===== src/rtl/program_memory.sv =====
// program_memory: instruction store with a checksummed, atomically committed byte-stream loader
module program_memory #(
  parameter int DEPTH = 16,
  parameter int ADDR_W = 4,
  parameter int DATA_W = 8,
  parameter logic [DATA_W-1:0] RESET_WORD = 8'hF0
) (
  input  logic              clock,
  input  logic              reset,
  input  logic [ADDR_W-1:0] addr,
  output logic [DATA_W-1:0] data,
  output logic              cpu_reset,
  input  logic              ld_start,
  input  logic              ld_valid,
  input  logic [DATA_W-1:0] ld_data,
  output logic              ld_ready,
  output logic              ld_busy,
  output logic              ld_done,
  output logic              ld_error
);
  typedef enum logic [2:0] {RUN, LOAD, CHECK, COMMIT, RELEASE} state_t;
  state_t state, next_state;
  logic [DATA_W-1:0] live [DEPTH];
  logic [DATA_W-1:0] staging [DEPTH];
  logic [ADDR_W-1:0] idx;
  logic [DATA_W-1:0] sum, chk_sum;
  logic xfer, last, ok;
  always_comb begin
    data = live[addr];
    ld_ready = state == LOAD || state == CHECK;
    ld_busy = state != RUN;
    ld_done = state == RELEASE;
    xfer = ld_valid && ld_ready;
    last = idx == ADDR_W'(DEPTH - 1);
    chk_sum = sum + ld_data;
    ok = chk_sum == '0;
    next_state = state == RUN   ? (ld_start ? LOAD : RUN) :
                 state == LOAD  ? (xfer && last ? CHECK : LOAD) :
                 state == CHECK ? (xfer ? (ok ? COMMIT : RELEASE) : CHECK) :
                 state == COMMIT ? RELEASE : RUN;
  end
  always_ff @(posedge clock) begin
    if (!reset) begin
      state <= RUN;
      idx <= '0;
      sum <= '0;
      cpu_reset <= 1'b0;
      ld_error <= 1'b0;
      for (int i = 0; i < DEPTH; i++) live[i] <= RESET_WORD;
    end else begin
      state <= next_state;
      cpu_reset <= next_state == RUN;
      if (state == RUN && ld_start) begin
        idx <= '0;
        sum <= '0;
        ld_error <= 1'b0;
      end
      if (state == LOAD && xfer) begin
        sum <= chk_sum;
        idx <= idx + 1'b1;
      end
      if (state == CHECK && xfer && !ok) ld_error <= 1'b1;
      if (state == COMMIT) live <= staging;
    end
  end
  always_ff @(posedge clock) begin
    if (state == LOAD && xfer) staging[idx] <= ld_data;
  end
endmodule


===== config.mk =====
export PLATFORM = sky130hd
export DESIGN_NAME = program_memory
export DESIGN_NICKNAME = d
export VERILOG_FILES = /design/src/rtl/program_memory.sv
export SDC_FILE = /design/constraint.sdc
export NUM_CORES = 1
export LEC_CHECK = 0
export ABC_AREA = 1
export BUFFER_PORTS_ARGS = -buffer_cell sky130_fd_sc_hd__buf_2
export CAP_MARGIN = 20
export CORE_MARGIN = 2
export CORE_UTILIZATION = 45
export CTS_BUF_LIST = sky130_fd_sc_hd__clkbuf_8 sky130_fd_sc_hd__clkbuf_16
export DETAILED_ROUTE_END_ITERATION = 10
export SYNTH_ARGS = -nofsm -noshare
export SYNTH_HDL_FRONTEND = slang
export SYNTH_SLANG_ARGS = --single-unit

===== constraint.sdc =====
create_clock -name clock -period 2.9 [get_ports clock]
set_clock_uncertainty 0.1 [all_clocks]
set_input_delay 0.435 -clock clock [delete_from_list [all_inputs] [get_ports clock]]
set_output_delay 0.435 -clock clock [all_outputs]
set_load 0.02 [all_outputs]

After elaboration in Yosys (flattened, before gate mapping)
Cells that the tools add are included.

Register bits after elaboration: 273. Latch bits: 0. RAM bits: 0. Memory bits (read-only): 0. Input port bits: 16. Output and inout bits: 13. Logic and storage cells: 84. Memories: 0.

Add/sub/neg operators: 2. $mul: 0. Div/mod/pow operators: 0. Order comparisons: 3. Equality and inequality tests: 5. Shifts and indexed selects: 0. Muxes and demuxes: 20. Bitwise logic cells: 2. Reduce and logical (&&, ||, !) cells: 15.

Operator list (number): $bwmux 128 (1); $mux 8 (5); $bmux 8 s4 (1); $demux 8 s4 (1); $mux 3 (6); $ge 5x5->1 const B (2); $not 4->5 (2); $add 8x8->8 (1); $logic_not 8->1 (1); $mux 4 (2); $logic_and 1x1->1 (7); $eq 3x2->1 const B (2); $logic_not 3->1 (2); $lt 5x1->1 const B (1); $add 4x1->4 const B (1); $eq 4x4->1 const B (1); $reduce_bool 2->1 (2); $eq 3x1->1 const B (1); $eq 3x3->1 const B (1); $mux 1 (3); $reduce_bool 3->1 (1); $mux 2 (1); $logic_not 1->1 (1); $logic_or 1x1->1 (1).

Logic depth before layout (Yosys ltp)
Word-level depth: 8. Mapped depth: 15. Depth with buffers taken out: 15.

Worst setup path after synthesis
Ideal clock, no wire load.

Kind: input to register. From: in ld_data[0]. To: reg cpu_reset. Setup time: 115 ps. Data arrival time: 2002 ps. Required time: 2685 ps. Setup slack: 683 ps. Cell stages on the path: 11. Path buffers: 0. Path through: ha_1 > fa_1 > or2_2 > nor2_2 > nand3_2 > nor2_2 > nand2_2 > nand2_2 > nand2_2 > a21oi_1 > nor2_1.

Longest elaborated chain between the ends: 8.

Ends and longest elaborated chain: start, declared (line 15) `input logic [DATA_W-1:0] ld_data,`; $add 8x8->8 (line 35) `chk_sum = sum + ld_data;`; $logic_not 8->1 (line 36) `ok = chk_sum == '0;`; $mux 3 (3 in series) (line 39) `state == CHECK ? (xfer ? (ok ? COMMIT : RELEASE) : CHECK) :`; $mux 3 (line 38) `state == LOAD ? (xfer && last ? CHECK : LOAD) :`; $mux 3 (line 37) `next_state = state == RUN ? (ld_start ? LOAD : RUN) :`; $logic_not 3->1 (line 52) `cpu_reset <= next_state == RUN;`; end signal, assigned (line 47) `cpu_reset <= 1'b0;`; end signal, assigned (line 52); end, declared (line 12) `output logic cpu_reset,`.

Every way passes these cells. A chain may end at the register's enable or synchronous reset.

Worst setup path in the final report
From: in addr[0]. To: out data[0].

Longest elaborated chain between the ends: 4.

Ends and longest elaborated chain: start, declared (line 10) `input logic [ADDR_W-1:0] addr,`; $not 4->5 (implied by the code) (line 29) `data = live[addr];`; $bmux 8 s4 (line 29); $mux 8 (implied by the code) (2 in series) (line 29); end, declared (line 11) `output logic [DATA_W-1:0] data,`.

Every way passes these cells. The select of a mux whose other input is x is not followed.

==> summary.txt <==
Place
  – RD Place Congestion: 0.807
  – Place WS: 405 ps
  – Post-DP Area: 11300 sq um
  – Port bufs: 28
  – DP HPWL: 15.0 mm

Global routing
  – Met1 usage: 28.6%
  – Number of global-route vias before repair: 6979
  – GR peak layer: met2
  – Largest net degree at the start of global routing: 129
  – GRT overflow: 0
  – GRT Total Usage: 20.3%
  – Initial antenna violation count: 0
  – GRT met3 Usage: 2.82%
  – First-pass GRT wire length: 39.1 mm
  – GRT met2 Usage: 33.4%

Yosys
  – Post-synth top cells: nand2_1 (178), dfxtp_1 (145), edfxtp_1 (128)
  – Synth warnings: 0
  – Post-synth net total: 1089
  – Yosys top cell area share: 36.1%
  – Top post-synthesis cells by area: edfxtp_1 (36%), dfxtp_1 (27%), nand2_1 (6.3%)
  – Syn_area_per_cell: 10.0 sq um
  – Number of synthesized flops with an enable pin: 128
  – Yosys top cell by area: edfxtp_1
  – Synth Register Bits: 273
  – Post-synth top flop: dfxtp_1
  – Sequential element share of the synthesized area: 63.3%
  – Top-count cell post-synth: nand2_1
  – Async SR Flop Fraction: 0%
  – Netlist cell types: 30
  – Cell Area, Synth: 10700 sq um
  – Synthesized instance count: 1061

Drt
  – Via count: 7396
  – DRC: 0
  – DR pass1 iterations: 5
  – Wire length per cell: 17.4 microns
  – Initial drt markers: 490
  – Detailed Route WL: 24.9 mm
  – Remaining antenna violation count: 0
  – Vias per cell: 5.16

Floorplan
  – # rows: 56
  – Boundary pin count: 29
  – Die Y: 158 microns
  – Die area: 24900 sq um
  – Initial core utilization: 45.7%
  – Die width: 158 microns
  – Core area: 23300 sq um

Clock network
  – Resize count post-CTS: 0
  – Sink Count: 273
  – CTS tree: done
  – Hold-fix buffers, CTS: 0
  – Max H-tree Level: 1
  – Worst-Skew Late Latency: 530 ps
  – Reg clk slew, reported paths: 60 ps
  – Longest Clk Path Bufs: 3
  – Root buf cell: clkbuf_16
  – Post-CTS setup buffer count: 0
  – CTS buffer count: 28

Min path
  – Worst hold path class: input port to register

Setup path
  – Crit path launch type: input port
  – Delay-heaviest family, CP: buffers and inverters
  – Critical path peak fanout: 18
  – CP arrival: 1900 ps
  – Kind of critical path: input port to output pin
  – Max stage delay on crit path: 380 ps
  – Buf/Inv on CP: 3
  – CP Capture Type: output pin
  – CP required: 2370 ps
  – Crit path cell chain: buf_4 > buf_4 > mux2i_1 > o211ai_1 > o211ai_1 > nand2_1 > buf_2
  – Worst path slowest cell: o211ai_1

Timing
  – Slew margin rel.: 59.1%
  – RSZ-0062 raised after global routing: no
  – Final setup violation count: 0
  – Fin Setup TNS: 0 ps
  – Maximum clock rate: 411 MHz
  – Setup WS post-layout: 467 ps
  – Actual slew at the worst max-slew pin: 613 ps
  – Clock period minus worst slack: 2430 ps
  – Final Hold Fails: 0
  – Final Max Tran Viols: 0
  – Fin crit share: 83.9%

Layout
  – Ant diodes: 0
  – Area grow syn2layout: 14.5%
  – Fin util: 52.3%
  – Fraction of layout cells with a size suffix above 1: 12.0%
  – Fin nets: 1121
  – Fin area: 12200 sq um

Job
  – Number of max-cap violations: 0

Power and ir drop
  – Int Power: 0.00654 W
  – VDD IR-drop max: 305 uV
  – Sequential group share of total power: 49.6%
  – Total power per unit cell area: 703 nW/um^2
  – Pwr Total: 0.00857 W
  – Sw Ratio: 23.8%
  – Lkg Pwr: 4.96 nW
  – Logic gate share of total power: 9.3%
  – Clock share of power: 41.2%
  – Sw power: 0.00204 W

Status
  – Status: finished, final reports clean
final cells by class:
| type | instances | area [sq um] |
|---|---|---|
| repair buffers | 68 | 508 |
| inverters | 63 | 238 |
| clock inverters | 17 | 124 |
| multi-input cells | 659 | 3390 |
| fillers | 2112 | 11100 |
| flip-flops and latches | 273 | 6750 |
| well taps | 319 | 399 |
| clock buffers | 34 | 795 |
placed cells by master, fill, tap and decap left out, types with 2 or more instances in the layout:
master / instances
nand2_1: 178
buf_12: 5
nor2_1: 123
clkbuf_8: 5
edfxtp_1: 128
xor2_1: 2
ha_1: 11
o211ai_1: 48
inv_2: 5
nand2_2: 7
nand3_2: 4
clkbuf_16: 29
or2_2: 2
a21oi_1: 64
nor3_1: 2
nand3_1: 65
bufinv_16: 2
buf_4: 37
nor2_2: 2
clkinv_2: 4
nor3b_1: 2
mux2i_1: 32
nand4_1: 2
dfxtp_1: 145
o21ai_0: 108
inv_1: 67
buf_2: 26
nor2_4: 2
routing by layer:
layer  up-vias  wire, microns
met3        30           1070
met5         -              0
li1       3688              -
met4         0            482
met2       146          11700
met1      3532          11700
tightest hold or removal path, stage by stage:
cell and delay [ps]:
buf_2 90, or2_2 100, nand2_1 60, nor2_1 90
stage by stage:
step	hold WS, ps	instances
after CTS	169	1433
final	194	1433
after global routing	193	1433
after floorplan	324	1061
after detailed placement	337	1382
after global placement	332	1382
registers in the layout, summed over array words and instances, names as in the netlist:
register / count
live: 128
staging: 128
sum: 8
idx: 4
state: 3
cpu_reset: 1
ld_error: 1
kinds of logic after synthesis:
family | Yosys count | share of synthesized area [%]
AND/OR/NAND/NOR | 392 | 15.5
flip-flops | 273 | 63.3
AO/OA/AOI/OAI | 220 | 11.5
buffers and inverters | 129 | 4.95
multiplexers | 32 | 3.01
adder cells (fa/ha/maj) | 12 | 1.48
XOR/XNOR | 3 | 0.247
worst paths after layout:
path | slack (ps) | cells after the start | startpoint | end
max | 470 | 7 | addr[0] | data[0]
min | 190 | 4 | ld_start | state[0]$_SDFF_PN0_
max reg2reg | 540 | 7 | state[0]$_SDFF_PN0_ | staging[21]$_DFFE_PP_
min reg2reg | 350 | 2 | staging[37]$_DFFE_PP_ | live[37]$_SDFFE_PN1N_
power by group through the flow:
| stage | sequential [W] | combinational (W) | clock [W] |
|---|---|---|---|
| 2_1_floorplan | 0.00432 | 0.000543 | 0 |
| 3_3_place_gp | 0.00433 | 0.000794 | 0 |
| 3_5_place_dp | 0.00433 | 0.000799 | 0 |
| 4_1_cts | 0.00425 | 0.000805 | 0.00360 |
| 5_1_grt | 0.00427 | 0.000894 | 0.00373 |
| 6_report | 0.00425 | 0.000796 | 0.00353 |
(Power assumes the default switching activity.)
